## config.mk

```make
export PLATFORM = sky130hd
export DESIGN_NAME = catch_rally_ctrl
export DESIGN_NICKNAME = d
export VERILOG_FILES = /design/src/rtl/catch_pkg.sv /design/src/rtl/catch_btn_edge.sv /design/src/rtl/catch_rally_ctrl.sv
export SDC_FILE = /design/constraint.sdc
export NUM_CORES = 1
export LEC_CHECK = 0
export BUFFER_PORTS_ARGS = -buffer_cell sky130_fd_sc_hd__buf_2
export CORE_ASPECT_RATIO = 1.25
export CORE_MARGIN = 8
export CORE_UTILIZATION = 45
export DETAILED_ROUTE_END_ITERATION = 7
export PLACE_DENSITY = 0.67
export SYNTH_ARGS = -nofsm -noshare
export SYNTH_HDL_FRONTEND = slang
export SYNTH_SLANG_ARGS = --single-unit
```

## constraint.sdc

```tcl
create_clock -name clk -period 2.5 [get_ports clk]
set_input_delay 0.375 -clock clk [delete_from_list [all_inputs] [get_ports clk]]
set_output_delay 0.375 -clock clk [all_outputs]
set_load 0.02 [all_outputs]
```

## src/rtl/catch_pkg.sv

```systemverilog
// Shared definitions for the catch game: sequencer states, player encoding
// and ball end-position helper.
package catch_pkg;

  typedef enum logic [2:0] {
    IDLE     = 3'd0,
    SERVE    = 3'd1,
    FLIGHT   = 3'd2,
    WINDOW   = 3'd3,
    POINT    = 3'd4,
    GAMEOVER = 3'd5
  } state_e;

  localparam logic PLAYER_P1 = 1'b0;
  localparam logic PLAYER_P2 = 1'b1;

  localparam int unsigned FLIGHT_TICKS_DEF = 8;

  // P1 owns position 0, P2 owns the far end of the track.
  function automatic logic [3:0] end_pos(input int unsigned flight_ticks, input logic player);
    logic [3:0] pos;
    if (player == PLAYER_P2) begin
      pos = 4'(flight_ticks - 1);
    end else begin
      pos = 4'd0;
    end
    return pos;
  endfunction

endpackage

```

## src/rtl/catch_btn_edge.sv

```systemverilog
// Rising-edge pulse generator: pulse is high in the cycle the level first
// samples high, so the consumer acts on that same clock edge.
module catch_btn_edge (
  input  logic clk,
  input  logic rst,
  input  logic level,
  output logic pulse
);

  logic prev_r;

  // history of the level from the previous clock
  always_ff @(posedge clk or posedge rst) begin
    if (rst) begin
      prev_r <= 1'b0;
    end else begin
      prev_r <= level;
    end
  end

  assign pulse = level & ~prev_r;

endmodule

```

## src/rtl/catch_rally_ctrl.sv

```systemverilog
// Catch game sequencer: serve, ball flight, catch window, scoring and game
// over, all timed by the timebase tick.
module catch_rally_ctrl
  import catch_pkg::*;
#(
  parameter int unsigned FLIGHT_TICKS = FLIGHT_TICKS_DEF,
  parameter int unsigned WINDOW_TICKS = 2,
  parameter int unsigned SCORE_W      = 4,
  parameter int unsigned MAX_SCORE    = 9
) (
  input  logic               clk,
  input  logic               rst,
  input  logic               tick,
  input  logic               start,
  input  logic               btn_p1,
  input  logic               btn_p2,
  output logic [3:0]         ball_pos,
  output logic               holder,
  output logic               window_led,
  output logic [SCORE_W-1:0] score_p1,
  output logic [SCORE_W-1:0] score_p2,
  output logic               game_over,
  output logic               winner
);

  localparam logic [3:0]         P1_END    = end_pos(FLIGHT_TICKS, PLAYER_P1);
  localparam logic [3:0]         P2_END    = end_pos(FLIGHT_TICKS, PLAYER_P2);
  localparam int unsigned        CNT_W     = $clog2(WINDOW_TICKS + 1);
  localparam logic [CNT_W-1:0]   WIN_LAST  = CNT_W'(WINDOW_TICKS - 1);
  localparam logic [CNT_W-1:0]   CNT_ONE   = CNT_W'(1);
  localparam logic [SCORE_W-1:0] SCORE_MAX = SCORE_W'(MAX_SCORE);
  localparam logic [SCORE_W-1:0] SCORE_ONE = SCORE_W'(1);

  logic p1_press_s, p2_press_s, start_press_s;

  catch_btn_edge u_edge_p1 (.clk(clk), .rst(rst), .level(btn_p1), .pulse(p1_press_s));
  catch_btn_edge u_edge_p2 (.clk(clk), .rst(rst), .level(btn_p2), .pulse(p2_press_s));
  catch_btn_edge u_edge_st (.clk(clk), .rst(rst), .level(start),  .pulse(start_press_s));

  state_e             state_r;
  logic [3:0]         ball_pos_r;
  logic               holder_r;
  logic               window_led_r;
  logic [SCORE_W-1:0] score_p1_r, score_p2_r;
  logic               game_over_r;
  logic               winner_r;
  logic [CNT_W-1:0]   win_cnt_r;

  logic               thrower_press_s, receiver_press_s;
  logic [3:0]         recv_end_s, next_pos_s;
  logic [SCORE_W-1:0] thrower_score_s, new_score_s;

  // role-relative view of buttons, positions and the thrower's score
  always_comb begin
    thrower_press_s  = 1'b0;
    receiver_press_s = 1'b0;
    recv_end_s       = P2_END;
    next_pos_s       = ball_pos_r;
    thrower_score_s  = score_p1_r;
    if (holder_r == PLAYER_P2) begin
      thrower_press_s  = p2_press_s;
      receiver_press_s = p1_press_s;
      recv_end_s       = P1_END;
      next_pos_s       = ball_pos_r - 4'd1;
      thrower_score_s  = score_p2_r;
    end else begin
      thrower_press_s  = p1_press_s;
      receiver_press_s = p2_press_s;
      recv_end_s       = P2_END;
      next_pos_s       = ball_pos_r + 4'd1;
      thrower_score_s  = score_p1_r;
    end
    if (thrower_score_s == SCORE_MAX) begin
      new_score_s = thrower_score_s;
    end else begin
      new_score_s = thrower_score_s + SCORE_ONE;
    end
  end

  // game state machine with registered outputs
  always_ff @(posedge clk or posedge rst) begin
    if (rst) begin
      state_r      <= IDLE;
      ball_pos_r   <= 4'd0;
      holder_r     <= PLAYER_P1;
      window_led_r <= 1'b0;
      score_p1_r   <= '0;
      score_p2_r   <= '0;
      game_over_r  <= 1'b0;
      winner_r     <= 1'b0;
      win_cnt_r    <= '0;
    end else begin
      case (state_r)
        IDLE, GAMEOVER: begin
          if (start_press_s) begin
            state_r      <= SERVE;
            ball_pos_r   <= P1_END;
            holder_r     <= PLAYER_P1;
            window_led_r <= 1'b0;
            score_p1_r   <= '0;
            score_p2_r   <= '0;
            game_over_r  <= 1'b0;
            winner_r     <= 1'b0;
          end
        end
        SERVE: begin
          if (thrower_press_s) begin
            state_r <= FLIGHT;
          end
        end
        FLIGHT: begin
          if (tick) begin
            ball_pos_r <= next_pos_s;
            if (next_pos_s == recv_end_s) begin
              state_r      <= WINDOW;
              win_cnt_r    <= '0;
              window_led_r <= 1'b1;
            end
          end
        end
        WINDOW: begin
          // a catch beats an expiring tick in the same cycle
          if (receiver_press_s) begin
            holder_r     <= ~holder_r;
            state_r      <= FLIGHT;
            window_led_r <= 1'b0;
          end else if (tick) begin
            if (win_cnt_r == WIN_LAST) begin
              state_r      <= POINT;
              window_led_r <= 1'b0;
            end else begin
              win_cnt_r <= win_cnt_r + CNT_ONE;
            end
          end
        end
        POINT: begin
          if (holder_r == PLAYER_P2) begin
            score_p2_r <= new_score_s;
          end else begin
            score_p1_r <= new_score_s;
          end
          if (new_score_s == SCORE_MAX) begin
            state_r     <= GAMEOVER;
            game_over_r <= 1'b1;
            winner_r    <= holder_r;
          end else begin
            state_r    <= SERVE;
            holder_r   <= ~holder_r;
            ball_pos_r <= recv_end_s;
          end
        end
        default: begin
          state_r <= IDLE;
        end
      endcase
    end
  end

  assign ball_pos   = ball_pos_r;
  assign holder     = holder_r;
  assign window_led = window_led_r;
  assign score_p1   = score_p1_r;
  assign score_p2   = score_p2_r;
  assign game_over  = game_over_r;
  assign winner     = winner_r;

endmodule
```

* Yosys cells after proc, flatten, opt, wreduce, memory -nomap -nowiden
Index checks and enable logic that the tools add are counted.
Word-level totals: bits in registers 24, word-level logic and storage cells 104, bits of input ports 6
Operators by class: bitwise gates (word level) 7, mux-type cells 43, reduce and logical (&&, ||, !) cells 15, equality and inequality tests 23, $add $sub $neg 4
Operators with widths (number):
- two-way mux 4 bit | 8
- two-way mux 3 bit | 9
- inequality test 2 bit (second input constant) | 12
- AND reduction 6 bit | 3
- case mux 4 bit (2 select lines) | 2
- case mux 3 bit (5 select lines) | 1
- two-way mux 1 bit | 12
- case mux 4 bit (3 select lines) | 1
- two-way mux 2 bit | 5
- AND reduction 3 bit | 3
- nonzero test 3 bit | 3
- adder 4 x 1 -> 4 bit (second input constant) | 2
- == test 4 bit (second input constant) | 2
- AND reduction 4 bit | 2
- == test 3 x 2 -> 1 bit (second input constant) | 2
- == test 3 bit (second input constant) | 2
- inequality test 3 bit (second input constant) | 2
- case mux 1 bit (3 select lines) | 2
- == test 4 bit | 1
- inverter 1 bit | 4
- case mux 1 bit (2 select lines) | 2
- case mux 2 bit (2 select lines) | 1
- nonzero test 2 bit | 2
- subtractor 4 x 1 -> 4 bit (second input constant) | 1
- other kinds (6) | 8

* Depth between registers and ports, before layout
depth in word-level cells 6, depth in mapped cells 9

* By module
Synthesis repeated with hierarchy kept, for this count alone.
Second synthesis, totals: cell total of the unflattened synthesis 177, area total of the unflattened synthesis 1788.0 sq um
Modules (own cells, without submodules):
- catch_rally_ctrl | seq. area each 525.5 sq um, instances 1, area an instance 1660.3 sq um, cells each 168
- catch_btn_edge | seq. area each 25.0 sq um, instances 3, area an instance 42.5 sq um, cells each 3

* Worst setup path before layout
No wires, ideal clock.
kind reg2reg, start point reg holder_r (netlist: holder), end point reg ball_pos_r[0] (netlist: ball_pos[0]), data required time 2.375 ns, cell stages (with the launch flop) 9, arrival 2.513 ns, slack -0.137 ns, setup time 0.125 ns, path through dfrtp_1 buf_6 mux2_2 ha_1 a21oi_1 or3_1 a31o_4 o21bai_4 mux2_2
Between the ends: cells in the longest elaborated chain, start to end 6, elaborated cells between the ends (all ways) 12
RTL lines:
- from (decl) | RTL line catch_rally_ctrl.sv:42 | logic holder_r;
- from (signal assigned) | RTL line catch_rally_ctrl.sv:124 | holder_r <= ~holder_r;
- from (signal assigned) | RTL line catch_rally_ctrl.sv:148 | holder_r <= ~holder_r;
- two-way mux 4 bit | RTL line catch_rally_ctrl.sv:60 | if (holder_r == PLAYER_P2) begin
- adder 4 x 1 -> 4 bit or == test 4 bit (tied branches) | RTL line catch_rally_ctrl.sv:76, catch_rally_ctrl.sv:73
- two-way mux 4 bit | RTL line catch_rally_ctrl.sv:73 | if (thrower_score_s == SCORE_MAX) begin
- == test 4 bit | RTL line catch_rally_ctrl.sv:142 | if (new_score_s == SCORE_MAX) begin
- inequality test 2 bit (no source line)
- AND reduction 4 bit (no source line)
- to (signal assigned) | RTL line catch_rally_ctrl.sv:113 | ball_pos_r <= next_pos_s;
- to (signal assigned) | RTL line catch_rally_ctrl.sv:149 | ball_pos_r <= recv_end_s;
- to (decl) | RTL line catch_rally_ctrl.sv:41 | logic [3:0] ball_pos_r;
Several ways; a longest one is shown, not always the timed one. The select of a mux whose other input is x is not followed. A chain may end at the register's enable or synchronous reset.

* Final worst setup path
start point reg holder_r (netlist: holder), end point reg ball_pos_r[1] (netlist: ball_pos[1])
Same word-level chain as after synthesis.

==> flow_results.org <==
** Route
- For this block, the via count after detailed routing is 1403.
- In this run the remaining antenna-violating nets after routing total 0.
- Before antenna repair, the detailed router went through 4 iterations.
- Using the TritonRoute via totals, the vias-per-cell ratio works out to 5.996.
- Mean routed wirelength per cell :: 17.61 um
- In this run, the number of DRC markers left after iteration 0 of detailed routing was 85.
- DRC violation count after routing :: 0
- Routed WL :: 4121 um

** STA
- The worst path needs 2.448 ns of the cycle, external delays included.
- Fin. Hold Viols :: 0
- Setup slack on the critical path of the routed design comes to 0.05181 ns.
- Relative slew margins :: 0.5734
- In the finished design, the share of the clock period the worst path needs comes to 0.9793.
- Based on the critical path, the design can be clocked at up to 408.5 MHz.
- Slew at the pin closest to its max-slew limit :: 0.6392 ns
- Total of endpoints with negative setup slack in the final report :: 0
- Clock skew :: 0.001892 ns
- Max Slew Vio Count :: 0

** Floorplanning
- Initial core utilization :: 0.4670
- Vertical die dimension :: 82.94 um
- The floorplan step defined a core boundary enclosing 3453 sq um.
- Number of I/O pins :: 22
- Die Footprint :: 5768 sq um
- The floorplan has 24 rows.
- The die is 69.55 um wide.

** Synthesis
- Most numerous cell in the Yosys netlist :: dfrtp_1
- By area, the combinational part of the netlist is dominated by compound AO/OA/AOI/OAI gates.
- Averaged over all synthesized cells, the footprint is 9.600 sq um.
- Counting instances in the post-synthesis netlist gives the leading cell types as 24 x dfrtp_1, 13 x o21ai_0, 12 x nand2_1, 12 x nor2_1, 11 x mux2_2.
- The area fraction in compound gates after synthesis came to 0.2374.
- Of the total synthesized cell area, the portion taken by XOR and XNOR cells is 0.01086.
- After synthesis, the share of cell area in mux cells is 0.1249.
- EDFF count, synth :: 0
- For this run, the leading register cell type out of synthesis is dfrtp_1.
- Of the total synthesized cell area, the portion taken by full adders, half adders and majority gates is 0.05120.
- Simple-gate portion of the synthesized area :: 0.1583
- During synthesis, Yosys emitted a total of 0 warnings.
- The number of nets in the synthesized netlist is 180.
- Cell taking the most area after synthesis :: dfrtp_1
- Number of distinct library cell variants in the gate-level netlist after synthesis :: 50
- Mapped Cells :: 168
- Synthesis inferred 24 register bits.
- Synthesized area :: 1613 sq um
- Largest cells by area after synthesis :: dfrtp_1 37%, mux2_2 7.7%, o21ai_0 4.0%, ha_1 3.9%, a21oi_1 3.1%
- Area share of the largest cell type after synthesis :: 0.3724
- Share of the yosys chip area belonging to registers :: 0.3724
- After synthesis, the share of flip-flops with an asynchronous set or reset is 1.000.

** Setup path
- Classification of the worst setup path :: reg -> reg
- For this run, the slowest stage of the critical path takes 0.49 ns.
- The cell family contributing the most delay on the critical path is multiplexers.
- The startpoint identified for the worst register-to-register timing path is holder.
- The worst setup path is captured at a flip-flop.
- End of the critical path :: ball_pos[1]
- The worst register-to-register path has a depth of 8.
- Worst-path fanout max :: 8
- CP Data Required Time :: 2.66 ns
- STA puts the critical path data arrival time at 2.61 ns.
- Worst path bufs/invs :: 1
- Crit start category :: flip-flop
- The worst register-to-register path ends at ball_pos[1].
- On the critical path, the stage with the largest delay is an instance of dfrtp_2.
- The setup check on the worst reg-to-reg path leaves a slack of 0.05 ns.
- Tracing the worst setup path back leads to its startpoint at holder.
- The critical path runs through a total of 8 cells.
- Critical path cell sequence :: buf_6, mux2i_4, ha_4, a21oi_1, or3_4, a31o_4, o21bai_4, mux2_2

** Cells and area
- Count of nets after finishing :: 208
- Area Overhead vs Synth :: 18.15%
- Cell area after layout :: 1906 sq um
- 0 antenna diodes ended up in the layout.
- For this run, the share of the core covered by cells in the final layout is 0.5518.
- Proportion of layout cells with a drive suffix above 1 :: 0.3077

** Power and ir drop
- Portion of total power attributed to the clock network :: 0.121
- Cell internal power was estimated by the tool at 1.231 mW.
- Reg power frac :: 0.296
- Summed over all cells, the static leakage comes to 0.8704 nW.
- Summed over all nets, the switching power comes to 1.007 mW.
- Worst ir drop on vdd :: 558.5 uV
- Of the total power, the share spent switching nets is 0.4499.
- Of the total power, combinational logic draws 0.583.
- Power density of the placed cells :: 1175 nW/um^2

** GRT
- The total overflow left after global routing is 0.
- Wire length of the first global-routing pass :: 6699 um
- In the global route stage, overall resource usage came out at 0.1375.
- The number of global-route vias before repair came to 1435.
- Initial antenna violation count :: 0
- Entering global routing, the biggest net connects 17 pins.

** Placed design
- During placement, the flow inserted port buffers numbering 21.
- In this run the cell area measured after placement is 1802 sq um.
- The HPWL after detailed placement is 3092 um.
- At the placement stage, the worst setup path has a slack of 0.04644 ns.
- The congestion estimate from routability-driven global placement came to 0.9111.

** Clock tree
- The number of gates resized after CTS was 0.
- The number of setup buffers added after CTS is 0.
- For the worst-skew pair, the clock arrives at the later sink with an insertion delay of 0.27 ns.
- Counting every sink on the clock net gives 24.
- CTS built an H-tree with a depth of 1.
- Clock-pin slew was measured on the worst setup and hold paths at 0.09 ns.
- TritonCTS built the clock tree.
- Clock Tree Buf Depth :: 2
- After clock tree synthesis, the flow added hold-fix buffers numbering 0.
- In this run, CTS created clock tree buffers numbering 3.
- In this run the clock root is driven by a clkbuf_8.

** Run status
- Status :: finished clean

** Worst hold path
- In this run the worst hold path is classified as in -> async.

** Run
- The tool flagged a number of max-cap violations equal to 0.
-- state kept, by name (all words and copies together), names as in the netlist --
register	flops
holder	1
u_edge_p1.prev_r	1
game_over	1
state_r	3
u_edge_st.prev_r	1
win_cnt_r	2
ball_pos	4
window_led	1
score_p2	4
winner	1
u_edge_p2.prev_r	1
score_p1	4
-- layout by cell type, fill, tap and decap left out, drive strengths merged, types with 4 or more instances in the layout --
| master | n |
|---|---|
| a211oi | 4 |
| a21oi | 10 |
| buf | 29 |
| clkbuf | 4 |
| dfrtp | 24 |
| ha | 5 |
| inv | 7 |
| mux2 | 12 |
| mux2i | 5 |
| nand2 | 12 |
| nand3 | 8 |
| nor2 | 12 |
| nor3 | 4 |
| o21ai | 13 |
| o31ai | 5 |
-- through the flow --
stage	instances	TNS [ns]	power (mW)	hold WS, ns
final	234	0	2.238	0.1723
after global routing	234	-0.01099	2.400	0.2230
after CTS	234	0	2.157	0.1947
after detailed placement	230	0	1.876	0.4939
after global placement	230	0	1.830	0.4794
after floorplan	168	0	1.577	0.3896
-- how the worst min path moves through the flow --
| stage | startpoint | to | slack, ns | cells after the start |
|---|---|---|---|---|
| 3_5_place_dp | window_led | window_led | 0.49 | 1 |
| 2_1_floorplan | rst | ball_pos[0] | 0.39 | 1 |
| 4_1_cts | rst | state_r[0] | 0.19 | 2 |
| 5_1_grt | start | u_edge_st.prev_r | 0.22 | 1 |
| 3_3_place_gp | rst | state_r[0] | 0.48 | 2 |
| 6_report | rst | u_edge_p2.prev_r | 0.17 | 2 |
-- area by class of cell --
cell class / count / area [sq um]
sequential: 24 / 603.1
fill: 319 / 1548
tap: 39 / 48.80
inverter: 8 / 30.03
multi-input combinational: 130 / 999.7
timing repair buffer: 29 / 168.9
clock buffer: 4 / 55.05
-- metal layers --
metal	part of all wire	vias up	wire, um	global-route usage
met5	0	-	0	0
met4	0.023	0	94	0.05607
met3	0.019	9	79	0.01667
met2	0.55	24	2263	0.2605
met1	0.41	696	1683	0.1470
li1	-	674	-	-
-- logic make-up after synthesis --
logic type	after synthesis
multiplexers	17
XOR/XNOR	2
AO/OA/AOI/OAI	53
buffers and inverters	14
AND/OR/NAND/NOR	52
flip-flops	24
adder cells (fa/ha/maj)	6
-- power groups by stage --
stage	combinational (mW)	clock, mW	sequential, mW
detailed placement	1.22	0	0.656
floorplan	0.891	0	0.685
global placement	1.18	0	0.649
global route	1.43	0.289	0.685
CTS	1.23	0.280	0.650
finish	1.31	0.271	0.662
No activity file was read; power rests on OpenSTA's default activity.
